File: config.mk
export PLATFORM = sky130hd
export DESIGN_NAME = mux2_rr_arbiter
export DESIGN_NICKNAME = d
export VERILOG_FILES = /design/src/rtl/mux2_rr_arbiter.sv
export SDC_FILE = /design/constraint.sdc
export NUM_CORES = 1
export LEC_CHECK = 0
export CORE_UTILIZATION = 31
export DETAILED_ROUTE_END_ITERATION = 16
export SLEW_MARGIN = 5
export SYNTH_ARGS = -nofsm -noshare
export SYNTH_HDL_FRONTEND = slang
export SYNTH_SLANG_ARGS = --single-unit
File: constraint.sdc
create_clock -name clk -period 3.07 [get_ports clk]
set_input_delay 0.307 -clock clk [delete_from_list [all_inputs] [get_ports clk]]
set_output_delay 0.307 -clock clk [all_outputs]
set_load 0.01 [all_outputs]
File: src/rtl/mux2_rr_arbiter.sv
// Two-requester round-robin arbiter driving a shared 2:1 datapath mux.
// Grants are held for a burst (last or MAX_BURST beats) into a one-entry output register.
module mux2_rr_arbiter #(
  parameter int unsigned WIDTH     = 8,
  parameter int unsigned MAX_BURST = 16
) (
  input  logic             clk,
  input  logic             rst,
  input  logic             a0_valid,
  input  logic [WIDTH-1:0] a0_data,
  input  logic             a0_last,
  output logic             a0_ready,
  input  logic             a1_valid,
  input  logic [WIDTH-1:0] a1_data,
  input  logic             a1_last,
  output logic             a1_ready,
  output logic             s,
  output logic             y_valid,
  output logic [WIDTH-1:0] y_data,
  output logic             y_last,
  output logic             y_src,
  input  logic             y_ready
);

  typedef enum logic [1:0] {StIdle, StGnt0, StGnt1} state_e;

  localparam logic [7:0] CntLast = 8'(MAX_BURST - 1);

  state_e           state_q, state_d;
  logic             prio_q, prio_d;
  logic [7:0]       cnt_q, cnt_d;
  logic             s_q, s_d;
  logic             y_valid_q, y_valid_d;
  logic [WIDTH-1:0] y_data_q, y_data_d;
  logic             y_last_q, y_last_d;
  logic             y_src_q, y_src_d;

  logic             space;
  logic             granted;
  logic             gnt_idx;
  logic             sel_valid;
  logic [WIDTH-1:0] sel_data;
  logic             sel_last;
  logic             accept;
  logic             burst_end;

  always_comb begin
    state_d   = state_q;
    prio_d    = prio_q;
    cnt_d     = cnt_q;
    s_d       = s_q;
    y_valid_d = y_valid_q;
    y_data_d  = y_data_q;
    y_last_d  = y_last_q;
    y_src_d   = y_src_q;

    space     = !y_valid_q || y_ready;
    granted   = (state_q != StIdle);
    gnt_idx   = (state_q == StGnt1);
    sel_valid = gnt_idx ? a1_valid : a0_valid;
    sel_data  = gnt_idx ? a1_data  : a0_data;
    sel_last  = gnt_idx ? a1_last  : a0_last;
    accept    = granted && sel_valid && space;
    burst_end = sel_last || (cnt_q == CntLast);

    a0_ready  = (state_q == StGnt0) && space;
    a1_ready  = (state_q == StGnt1) && space;

    unique case (state_q)
      StIdle: begin
        // Contention resolves to prio; a lone requester wins regardless.
        if (a0_valid && (!a1_valid || !prio_q)) begin
          state_d = StGnt0;
          s_d     = 1'b0;
        end else if (a1_valid) begin
          state_d = StGnt1;
          s_d     = 1'b1;
        end
      end
      StGnt0, StGnt1: begin
        if (accept && burst_end) begin
          state_d = StIdle;
          prio_d  = !gnt_idx;
        end
      end
      default: state_d = StIdle;
    endcase

    if (accept) begin
      y_valid_d = 1'b1;
      y_data_d  = sel_data;
      y_last_d  = burst_end;
      y_src_d   = gnt_idx;
      cnt_d     = burst_end ? 8'd0 : cnt_q + 8'd1;
    end else if (y_ready) begin
      y_valid_d = 1'b0;
    end
  end

  always_ff @(posedge clk or posedge rst) begin
    if (rst) begin
      state_q   <= StIdle;
      prio_q    <= 1'b0;
      cnt_q     <= 8'd0;
      s_q       <= 1'b0;
      y_valid_q <= 1'b0;
      y_data_q  <= '0;
      y_last_q  <= 1'b0;
      y_src_q   <= 1'b0;
    end else begin
      state_q   <= state_d;
      prio_q    <= prio_d;
      cnt_q     <= cnt_d;
      s_q       <= s_d;
      y_valid_q <= y_valid_d;
      y_data_q  <= y_data_d;
      y_last_q  <= y_last_d;
      y_src_q   <= y_src_d;
    end
  end

  assign s       = s_q;
  assign y_valid = y_valid_q;
  assign y_data  = y_data_q;
  assign y_last  = y_last_q;
  assign y_src   = y_src_q;

endmodule

==> results.md <==
* # diodes at 0
* Syn_area_per_cell at 9.58 µm²
* Root Buffer: clkbuf_8
* Worst r2r src: state_q[0]
* Wire length per cell at 12.4 µm
* Pin count of the biggest net entering global routing at 30
* Synth Area in Adders at 0.0412
* Port buffer count at 36
* Setup WS pre-CTS at 0.753 ns
* Critical path endpoint category: register
* Routing usage on met3 at 0.0335
* Clk Latency, worst-skew pair at 0.26 ns
* Yosys Warn Count at 0
* Post-Route WL at 2610 µm
* Seq/Total Area, Yosys at 0.473
* Via Count at 1,028
* Post-CTS Setup Bufs at 0
* Tmin final at 2.30 ns
* Hold_sp: y_data[7]
* Slew Viols, Final at 0
* Fin crit share at 0.750
* Final ANT Viol Nets at 0
* Max Freq at 434 MHz
* Final hold violation count at 0
* Main combinational cell family by area after synthesis: simple AND/OR/NAND/NOR gates
* Vias in the first global route at 1,072
* IO Pins at 37
* Worst endpoint required time at 3.25 ns
* Worst-path fanout max at 29
* Worst reg-to-reg path cell count at 7
* RR Endpoint: cnt_q[7]
* CP Class: reg2reg
* Post-CTS Hold Fix Bufs at 0
* Cells along the critical path: inv_1 -> ha_1 -> buf_4 -> mux2_4 -> nand3_2 -> or3_1 -> a21oi_1
* GRT Max-Usage Layer: met2
* Drc violations at 0
* Placeable core area at 3720 µm²
* CP peak stage delay at 0.52 ns
* WP buf/inv at 2
* Post-synth EDFFs at 0
* Hold crit path type: reg2reg
* Pre-antenna DRT Iters at 4
* Post-Synth Simple-Gate Area at 0.178
* CTS Buffer Depth at 2
* Vias per cell at 4.87
* Setup TNS at 0 ns
* CTS tree: done
* Max H-tree Level at 1
* RSZ-0062 raised after global routing: false
* FP Rows at 22
* IR drop worst, VDD at 0.312 mV
* Die width at 64.6 µm
* Cell variety after synth at 30
* Crit path max-delay family: simple AND/OR/NAND/NOR gates
* Initial antenna violation count at 0
* Post-route setup slack at 0.768 ns
* Worst slew margin at 0.415
* Met1 Resource Use GR at 0.177
* Area Growth Syn to Fin at 36.4%
* Multiplexer share of the synthesized area at 0.104
* Initial core utilization at 0.327
* Pwr dens at 798 nW/µm²
* Worst EP arrival at 2.48 ns
* # setup viols final at 0
* Post-synth ARST share at 1.00
* Met2 Resource Use GR at 0.238
* Number of CTS-inserted buffers at 3
* Mapped Nets at 154
* Max Cap Viol at 0
* Post-route total power at 1320 µW
* Die height at 64.6 µm
* DP Wirelength at 1970 µm
* Status: completed
* Sink Count at 23
* CTS-repair resized insts at 0
* Worst setup SP type: register
* Synth Area in XOR/XNOR at 0
* CP max stage cell: or3_1
* Die ar. at 4180 µm²
* Post-Syn Area at 1220 µm²
* First-pass GRT wire length at 4610 µm
* Share of cells above drive strength 1 at 0.0552
* Hold depth at 2
* Post-synthesis compound-gate area fraction at 0.160
* Clock slew at reported path FFs at 0.08 ns
* Nets@finish at 191
* Final Wtd Congestion at 0.764
* Grt total ovfl at 0
* Worst Tran Pin Value at 0.876 ns
* Starting DRT DRC Count at 49
* Hold Path End: y_data[7]
* Final Skew at 0.00236 ns
* Gr usage total at 0.140
* #FFs+latches synth at 23
* R2R Setup Slk at 0.77 ns
* Top FF cell, synth: dfrtp_1
* Syn Inst Count at 127
* Leakage at 0.000729 µW
synthesized netlist by cell type (all sizes together), types with 2 or more instances:
master	n	area share
and2	2	0.010
nand3	4	0.021
nand2b	4	0.021
o21ai	21	0.086
dfrtp	23	0.47
buf	4	0.022
mux2	2	0.022
and3	4	0.021
ha	4	0.041
nand2	17	0.052
mux2i	10	0.082
a21oi	6	0.025
nor2	5	0.015
or3	3	0.015
a32o	2	0.016
inv	6	0.019
nand4	2	0.010
where the power goes:
| group | leakage [µW] | switching [µW] | internal (µW) |
|---|---|---|---|
| Clock | 0.0000228 | 91.9 | 92.3 |
| Combinational | 0.000414 | 329 | 336 |
| Sequential | 0.000293 | 66.1 | 409 |
| Total | 0.000729 | 487 | 837 |
layout by cell type (no fill, tap or decap), drive strengths merged:
cell type,netlist,final
a21bo,1,1
a21o,1,1
a21oi,6,6
a31oi,1,1
a32o,2,2
and2,2,2
and3,4,4
and4,1,1
buf,4,1
clkbuf,1,4
clkdlybuf4s50,0,36
dfrtp,23,23
ha,4,4
inv,6,6
mux2,2,2
mux2i,10,10
nand2,17,17
nand2b,4,4
nand3,4,4
nand4,2,2
nor2,5,5
nor4,1,1
o21a,1,1
o21ai,21,21
o2bb2ai,1,1
or3,3,3
cells by family after synthesis:
logic type | after synthesis
flip-flops | 23
AO/OA/AOI/OAI | 34
AND/OR/NAND/NOR | 43
adder cells (fa/ha/maj) | 4
multiplexers | 12
buffers and inverters | 11
worst reg2reg max path: cells and delay by family, from the launching register on:
kind                     cells  cell delay (ns)
adder cells (fa/ha/maj)      1             0.15
flip-flops                   1             0.41
buffers and inverters        2             0.34
multiplexers                 1             0.21
AND/OR/NAND/NOR              2             0.93
AO/OA/AOI/OAI                1             0.18
layer usage:
layer | vias up | share of wire
met5 | - | 0
met2 | 31 | 0.44
met1 | 475 | 0.49
met4 | 0 | 0.0046
met3 | 2 | 0.060
li1 | 520 | -
how the worst max path moves through the flow:
stage	end	slack (ns)	startpoint	cells past startpoint
after CTS	cnt_q[7]	0.75	state_q[0]	7
final	cnt_q[7]	0.77	state_q[0]	7
after floorplan	prio_q	1.36	state_q[0]	7
after global routing	cnt_q[7]	0.53	state_q[0]	7
after global placement	cnt_q[7]	0.88	a1_valid	5
after detailed placement	cnt_q[7]	0.75	a1_valid	5
sequential cells by signal, summed over array words and instances (netlist names):
name,cells
state_q,2
y_src,1
cnt_q,8
s,1
y_valid,1
y_last,1
prio_q,1
y_data,8
layout make-up:
type,count,area [µm²]
sequential,23,576
clock buffer,4,45.0
inverter,6,22.5
tap,48,60.1
timing repair buffer,37,368
multi-input combinational,93,588
fill,377,2060
per-stage QoR:
stage                     cell area, µm²  hold WS [ns]  std cells  utilization
after detailed placement            1610         0.482        207        0.434
after global placement              1610         0.466        207        0.434
after CTS                           1660         0.506        211        0.446
after floorplan                     1220         0.309        127            -
final                               1660         0.497        211        0.446
after global routing                1660         0.527        211        0.446
Power figures use the tool's default switching activity.
